**config.mk**
```make
export PLATFORM = sky130hd
export DESIGN_NAME = key_expand_flat
export DESIGN_NICKNAME = d
export VERILOG_FILES = /design/src/rtl/aes_pkg.sv /design/src/rtl/key_expand_if.sv /design/src/rtl/aes_sbox.sv /design/src/rtl/key_expand.sv /design/src/flat_wrapper.sv
export SDC_FILE = /design/constraint.sdc
export NUM_CORES = 1
export LEC_CHECK = 0
export ABC_AREA = 1
export BUFFER_PORTS_ARGS = -buffer_cell sky130_fd_sc_hd__buf_2
export CAP_MARGIN = 15
export CORE_AREA = 3 3 650 652
export DETAILED_ROUTE_END_ITERATION = 8
export DIE_AREA = 0 0 653 655
export PLACE_DENSITY_LB_ADDON = 0.12
export SETUP_SLACK_MARGIN = 0.05
export SLEW_MARGIN = 20
export SYNTH_ARGS = -nofsm -noshare
export SYNTH_HDL_FRONTEND = slang
export SYNTH_SLANG_ARGS = --single-unit
```
**constraint.sdc**
```tcl
create_clock -name clk -period 7.8 [get_ports clk]
set_input_delay 0.78 -clock clk [delete_from_list [all_inputs] [get_ports clk]]
set_output_delay 0.78 -clock clk [all_outputs]
set_load 0.005 [all_outputs]
```
**src/rtl/aes_pkg.sv**
```systemverilog
// Shared AES-128 key-schedule definitions: round count, key/word types,
// FSM state encoding and the round-constant table.
package aes_pkg;

    localparam int NUM_ROUNDS = 10;

    typedef logic [127:0] aes_block_t;
    typedef logic [31:0]  aes_word_t;

    typedef enum logic [0:0] {
        ST_IDLE   = 1'b0,
        ST_EXPAND = 1'b1
    } ks_state_e;

    // Rcon[i] for rounds 1..10; any other index yields zero.
    function automatic logic [7:0] get_rcon(input logic [3:0] round);
        logic [7:0] rc;
        case (round)
            4'd1:    rc = 8'h01;
            4'd2:    rc = 8'h02;
            4'd3:    rc = 8'h04;
            4'd4:    rc = 8'h08;
            4'd5:    rc = 8'h10;
            4'd6:    rc = 8'h20;
            4'd7:    rc = 8'h40;
            4'd8:    rc = 8'h80;
            4'd9:    rc = 8'h1b;
            4'd10:   rc = 8'h36;
            default: rc = 8'h00;
        endcase
        return rc;
    endfunction

endpackage

```
**src/rtl/key_expand_if.sv**
```systemverilog
// Request/stream bundle between a key-schedule consumer (master) and the
// key_expand block (slave).
interface key_expand_if;
    import aes_pkg::*;

    logic            start;
    aes_block_t      key;
    logic            busy;
    logic            rk_valid;
    logic [3:0]      rk_idx;
    aes_block_t      round_key;
    logic            done;
    logic [1407:0]   all_keys;

    modport master (
        output start, key,
        input  busy, rk_valid, rk_idx, round_key, done, all_keys
    );

    modport slave (
        input  start, key,
        output busy, rk_valid, rk_idx, round_key, done, all_keys
    );

endinterface

```
**src/rtl/aes_sbox.sv**
```systemverilog
// AES forward S-box: purely combinational 8-bit byte substitution.
module aes_sbox (
    input  logic [7:0] i_byte,
    output logic [7:0] o_byte
);

    // Entry 0 sits in the top byte, so entry n starts at bit 2040 - 8n.
    localparam logic [2047:0] SBOX_TABLE = {
        128'h637c777bf26b6fc53001672bfed7ab76,
        128'hca82c97dfa5947f0add4a2af9ca472c0,
        128'hb7fd9326363ff7cc34a5e5f171d83115,
        128'h04c723c31896059a071280e2eb27b275,
        128'h09832c1a1b6e5aa0523bd6b329e32f84,
        128'h53d100ed20fcb15b6acbbe394a4c58cf,
        128'hd0efaafb434d338545f9027f503c9fa8,
        128'h51a3408f929d38f5bcb6da2110fff3d2,
        128'hcd0c13ec5f974417c4a77e3d645d1973,
        128'h60814fdc222a908846eeb814de5e0bdb,
        128'he0323a0a4906245cc2d3ac629195e479,
        128'he7c8376d8dd54ea96c56f4ea657aae08,
        128'hba78252e1ca6b4c6e8dd741f4bbd8b8a,
        128'h703eb5664803f60e613557b986c11d9e,
        128'he1f8981169d98e949b1e87e9ce5528df,
        128'h8ca1890dbfe6426841992d0fb054bb16
    };

    logic [10:0] w_base;

    assign w_base = 11'd2040 - {i_byte, 3'b000};
    assign o_byte = SBOX_TABLE[w_base +: 8];

endmodule

```
**src/rtl/key_expand.sv**
```systemverilog
// AES-128 key expansion: streams round keys 0..10, one per clock, after a start.
// Define KEY_EXPAND_STORE_EN to also retain every round key on all_keys.
module key_expand
    import aes_pkg::*;
(
    input  logic         clk,
    input  logic         rst_n,
    key_expand_if.slave  kx
);

    localparam logic [3:0] LAST_IDX = 4'(NUM_ROUNDS);

    ks_state_e   r_state;
    ks_state_e   w_state_nxt;
    aes_block_t  r_round_key;
    aes_block_t  w_round_key_nxt;
    aes_block_t  w_next_key;
    logic [3:0]  r_rk_idx;
    logic [3:0]  w_rk_idx_nxt;
    logic [3:0]  w_idx_inc;
    logic        r_rk_valid;
    logic        w_rk_valid_nxt;
    logic        r_busy;
    logic        w_busy_nxt;
    logic        r_done;
    logic        w_done_nxt;
    logic        w_last;
    aes_word_t   w_rot;
    aes_word_t   w_sub;
    aes_word_t   w_nw0;
    aes_word_t   w_nw1;
    aes_word_t   w_nw2;
    aes_word_t   w_nw3;

    assign w_idx_inc = r_rk_idx + 4'd1;
    assign w_last    = (r_rk_idx == LAST_IDX);

    // r_round_key doubles as the captured key, so later key changes are invisible.
    assign w_rot = {r_round_key[23:0], r_round_key[31:24]};

    for (genvar g = 0; g < 4; g++) begin : g_sbox
        aes_sbox u_sbox (
            .i_byte (w_rot[8*g +: 8]),
            .o_byte (w_sub[8*g +: 8])
        );
    end

    assign w_nw0      = r_round_key[127:96] ^ w_sub ^ {get_rcon(w_idx_inc), 24'h000000};
    assign w_nw1      = r_round_key[95:64] ^ w_nw0;
    assign w_nw2      = r_round_key[63:32] ^ w_nw1;
    assign w_nw3      = r_round_key[31:0]  ^ w_nw2;
    assign w_next_key = {w_nw0, w_nw1, w_nw2, w_nw3};

    // FSM state register
    always_ff @(posedge clk or negedge rst_n) begin
        if (!rst_n) begin
            r_state <= ST_IDLE;
        end else begin
            r_state <= w_state_nxt;
        end
    end

    // FSM next-state logic
    always_comb begin
        w_state_nxt = r_state;
        case (r_state)
            ST_IDLE: begin
                if (kx.start) begin
                    w_state_nxt = ST_EXPAND;
                end else begin
                    w_state_nxt = ST_IDLE;
                end
            end
            ST_EXPAND: begin
                if (w_last) begin
                    w_state_nxt = ST_IDLE;
                end else begin
                    w_state_nxt = ST_EXPAND;
                end
            end
            default: w_state_nxt = ST_IDLE;
        endcase
    end

    // FSM output logic: next values of the registered stream outputs
    always_comb begin
        w_rk_valid_nxt  = 1'b0;
        w_busy_nxt      = 1'b0;
        w_done_nxt      = 1'b0;
        w_rk_idx_nxt    = r_rk_idx;
        w_round_key_nxt = r_round_key;
        case (r_state)
            ST_IDLE: begin
                if (kx.start) begin
                    w_rk_valid_nxt  = 1'b1;
                    w_busy_nxt      = 1'b1;
                    w_rk_idx_nxt    = 4'd0;
                    w_round_key_nxt = kx.key;
                end else begin
                    w_rk_valid_nxt  = 1'b0;
                end
            end
            ST_EXPAND: begin
                if (w_last) begin
                    w_rk_valid_nxt  = 1'b0;
                end else begin
                    w_rk_valid_nxt  = 1'b1;
                    w_busy_nxt      = 1'b1;
                    w_rk_idx_nxt    = w_idx_inc;
                    w_round_key_nxt = w_next_key;
                    w_done_nxt      = (w_idx_inc == LAST_IDX);
                end
            end
            default: begin
                w_rk_valid_nxt  = 1'b0;
            end
        endcase
    end

    // Stream output registers
    always_ff @(posedge clk or negedge rst_n) begin
        if (!rst_n) begin
            r_rk_valid  <= 1'b0;
            r_busy      <= 1'b0;
            r_done      <= 1'b0;
            r_rk_idx    <= 4'd0;
            r_round_key <= '0;
        end else begin
            r_rk_valid  <= w_rk_valid_nxt;
            r_busy      <= w_busy_nxt;
            r_done      <= w_done_nxt;
            r_rk_idx    <= w_rk_idx_nxt;
            r_round_key <= w_round_key_nxt;
        end
    end

    assign kx.rk_valid  = r_rk_valid;
    assign kx.busy      = r_busy;
    assign kx.done      = r_done;
    assign kx.rk_idx    = r_rk_idx;
    assign kx.round_key = r_round_key;

`ifdef KEY_EXPAND_STORE_EN
    logic [1407:0] r_all_keys;

    // Each slot is written in the same edge that presents its round key
    always_ff @(posedge clk or negedge rst_n) begin
        if (!rst_n) begin
            r_all_keys <= '0;
        end else if (w_rk_valid_nxt) begin
            for (int s = 0; s <= NUM_ROUNDS; s++) begin
                if (w_rk_idx_nxt == 4'(s)) begin
                    r_all_keys[128*s +: 128] <= w_round_key_nxt;
                end
            end
        end else begin
            r_all_keys <= r_all_keys;
        end
    end

    assign kx.all_keys = r_all_keys;
`else
    assign kx.all_keys = '0;
`endif

endmodule

```
**src/flat_wrapper.sv**
```systemverilog
// flat-port wrapper written by rule: the top's interface ports become plain ports
module key_expand_flat import aes_pkg::*;
  (clk, rst_n, kx_start, kx_key, kx_busy, kx_rk_valid, kx_rk_idx, kx_round_key, kx_done, kx_all_keys);
  key_expand_if kx_i ();
  input  logic clk;
  input  logic rst_n;
  input wire logic [$bits(kx_i.start)-1:0] kx_start;
  input wire logic [$bits(kx_i.key)-1:0] kx_key;
  output wire logic [$bits(kx_i.busy)-1:0] kx_busy;
  output wire logic [$bits(kx_i.rk_valid)-1:0] kx_rk_valid;
  output wire logic [$bits(kx_i.rk_idx)-1:0] kx_rk_idx;
  output wire logic [$bits(kx_i.round_key)-1:0] kx_round_key;
  output wire logic [$bits(kx_i.done)-1:0] kx_done;
  output wire logic [$bits(kx_i.all_keys)-1:0] kx_all_keys;
  assign kx_i.start = kx_start;
  assign kx_i.key = kx_key;
  assign kx_busy = kx_i.busy;
  assign kx_rk_valid = kx_i.rk_valid;
  assign kx_rk_idx = kx_i.rk_idx;
  assign kx_round_key = kx_i.round_key;
  assign kx_done = kx_i.done;
  assign kx_all_keys = kx_i.all_keys;
  key_expand u_core (.clk(clk), .rst_n(rst_n), .kx(kx_i));
endmodule
```
==> reports/qor.yml <==
status:
  status: "finished clean"
timing:
  hold_viol_final: 0
  fin_setup_tns_ps: 0
  rsz0062_at_grt: "false"
  max-slew-margin-rel_pct: 32.8
  period_share_pct: 65.3
  worstMarginPinSlew_ps: 1010
  max_freq_ghz: 0.196
  period_minus_slack_ps: 5090
  hold-worst-slack_ps: 224
  finClkSkew_ps: 41.6
  setup_viol: 0
  drv_slew: 0
  layout_setup_ws_ps: 2710
synthesis:
  syn_avg_cell_area_um2: 6.10
  synth_ff_type: "dfrtp_1"
  synth_edf_count: 0
  netlist_instances: 5133
  yosys_warnings: 0
  synth_most_common_cell: "buf_4"
  synthesis.area_mm2: 0.0313
  yosys.area.top_type_share_pct: 34.3
  synth.cells.most_frequent: "buf_4 (1429), nand3_1 (1117), nand2_1 (1108), inv_1 (203), nor2_1 (197)"
  seq_area_frac_synth_pct: 10.7
  ys_types: 42
  ys_ff_latch: 134
  ys_async_sr_fraction_pct: 100
  synth_area_leaders: "buf_4 (34%), nand3_1 (18%), nand2_1 (13%)"
  synth_top_area_cell: "buf_4"
worst_setup_path:
  r2r-end: "u_core.kx.round_key[10]"
  critPathArrivalTime_ps: 5510
  crit_chain: "inv_2, ha_1, nand2_1, nand2_1, inv_1, nand2_1, nand3_1, nand3_1, nand3_1, nand3_1, nand2_1, nand2_1, nand3_1, nand2_1, nand2_1, nand3_1, nand3_1, nand2_1, nand2_1"
  crit_top_cell: "nand2_1"
  start_kind: "register"
  endpoint_kind: "register"
  cp_top_family: "simple AND/OR/NAND/NOR gates"
  critPathLaunch: "u_core.kx.round_key[1]"
  r2r_cells: 19
  path_max_fanout: 16
  slowest_delay_ps: 980
  path_class: "reg2reg"
  slowest_stage: "dfrtp_1"
  path_buf_inv: 2
  cp_data_required_time_ps: 8220
  worstReg2RegStart: "u_core.kx.round_key[1]"
  rrSetupSlack_ps: 2710
floorplanning:
  start_util_pct: 7.51
  fp.dieH_um: 655
  die_area_mm2: 0.428
  die_w_um: 653
  core_mm2: 0.417
  ios: 1674
  row_count: 237
cts:
  cts_tree: "yes"
  clk_pin_slew_ps: 90
  htree_num_levels: 4
  cts_resized: 0
  cts.hold.buffers_added: 0
  cts_buffer_depth: 3
  cts_root_buffer: "clkbuf_16"
  cts_buffers: 25
  worstSkewPairLatency_ps: 560
  post_cts_buffers: 0
  cts.sinks: 134
global_route:
  grt-ovfl-total: 0
  grt_pass1_vias: 28700
  grt_usage_pct: 9.18
  grt_max_degree: 73
  grt_pass1_wl_um: 271000
  grt_antenna_before_repair: 19
cells_and_area:
  nets: 5440
  areaGrowthSynthToFinish_pct: 9.10
  fill_cells: 49700
  final_layout_size_suffix_gt1_share_pct: 10.6
routing:
  viasPerCell: 2.89
  drc: 0
  vias: 31100
  firstDrtPassIters: 6
  antenna_left: 0
  wl_per_cell_um: 19.5
  first_iter_violations: 2707
  routed_wl_um: 209000
placement:
  hpwlAfterDp_um: 169000
  portBuffers: 265
  place.gp.congestion: 0.870
  post-place-ws_ps: 2390
flow_run:
  maxCapViolations: 0
pwr:
  switching_share_pct: 69.2
  p_sw_mw: 13.1
  p_seq_share_pct: 8.6
  p_comb_share_pct: 85.6
  power_leakage_nw: 16.4
  ir_drop_mv: 0.171
  power_density_mw_per_mm2: 554
  pwr-share-clk_pct: 5.9
  p_int_mw: 5.83
hold_path:
  min_path_type: "in2async"
[cells in the final DEF, fill, tap and decap left out, types with 3 or more instances in the layout]
cell type  count
conb_1      1408
nand3_1     1117
nand2_1     1107
buf_2        264
inv_1        202
nor2_1       197
a21oi_1      149
dfrtp_1      122
o21ai_0      120
o22ai_1       79
ha_1          66
nand2_2       64
buf_4         62
o21ai_1       42
inv_2         36
nand3_2       27
o211ai_1      25
clkbuf_16     25
nand4_1       20
nor2_2        17
diode_2       14
nand2_4       13
dfrtp_2       11
xor2_1         7
a21oi_2        6
nor2_4         6
nand3b_1       6
a22oi_1        6
clkinv_1       5
a21oi_4        5
a31oi_1        5
inv_6          4
or2_2          4
clkbuf_8       3
[worst reg2reg max path: stages, from the launching register on]
cell and delay, ps:
dfrtp_1 980, inv_2 410, ha_1 700, nand2_1 400, nand2_1 240, inv_1 110
nand2_1 70, nand3_1 100, nand3_1 220, nand3_1 100, nand3_1 230, nand2_1 120
nand2_1 70, nand3_1 150, nand2_1 160, nand2_1 310, nand3_1 370, nand3_1 130
nand2_1 80, nand2_1 40
[per-stage QoR]
stage	cell area (um^2)	util (%)	std cells	power [mW]
final	34200	8.20	10800	18.9
after global routing	34200	8.19	10800	21.0
after CTS	34100	8.19	10700	19.5
after detailed placement	33400	8.02	10700	18.3
after global placement	33400	8.02	10700	18.6
after floorplan	36600	-	6540	11.7
[power groups by stage]
| stage | clock (mW) | combinational, mW | sequential (mW) |
|---|---|---|---|
| 6_report | 1.11 | 16.2 | 1.63 |
| 5_1_grt | 1.21 | 18.1 | 1.71 |
| 4_1_cts | 1.21 | 16.6 | 1.66 |
| 3_5_place_dp | 0 | 16.6 | 1.67 |
| 3_3_place_gp | 0 | 16.9 | 1.67 |
| 2_1_floorplan | 0 | 10.2 | 1.47 |
[cell families after synthesis]
| family | after synthesis | synth area share, % |
|---|---|---|
| other cells | 1 | 0.0120 |
| fa+ha+maj | 66 | 2.64 |
| simple gates | 2583 | 37.4 |
| buf+inv | 1902 | 41.1 |
| flops | 134 | 10.7 |
| compound gates | 440 | 7.89 |
| xor+xnor | 7 | 0.196 |
[layout make-up]
type                            instances  area, um^2  area share, %
Tap cell                             5497        6880           20.1
Inverter                              249         958           2.80
Multi-Input combinational cell       4504       20400           59.6
Clock inverter                          3        42.5          0.124
Sequential cell                       134        3370           9.86
Timing Repair Buffer                  329        1840           5.38
Antenna cell                           14        35.0          0.103
Clock buffer                           30         674           1.97
[registers in the layout, summed over array words and instances, names as in the netlist]
register / flops
u_core.kx.round_key: 128
u_core.kx.rk_valid: 1
u_core.kx.done: 1
u_core.kx.rk_idx: 4
[worst max path at each step]
stage | to | slack (ps) | depth (start not counted)
2_1_floorplan | u_core.kx.round_key[26] | 5110 | 21
3_3_place_gp | u_core.kx.round_key[10] | 2300 | 18
3_5_place_dp | u_core.kx.round_key[10] | 2390 | 18
4_1_cts | u_core.kx.round_key[10] | 2380 | 18
5_1_grt | u_core.kx.round_key[10] | 2350 | 18
6_report | u_core.kx.round_key[10] | 2710 | 19
[metal layers]
layer,global-route usage [%],part of all wire (%),vias to the layer above
met5,0,0.013,-
met4,2.67,2.7,4
met3,1.79,6.4,149
met2,15.8,49,1452
met1,11.5,42,15300
li1,-,-,14200
(Power assumes the default switching activity.)
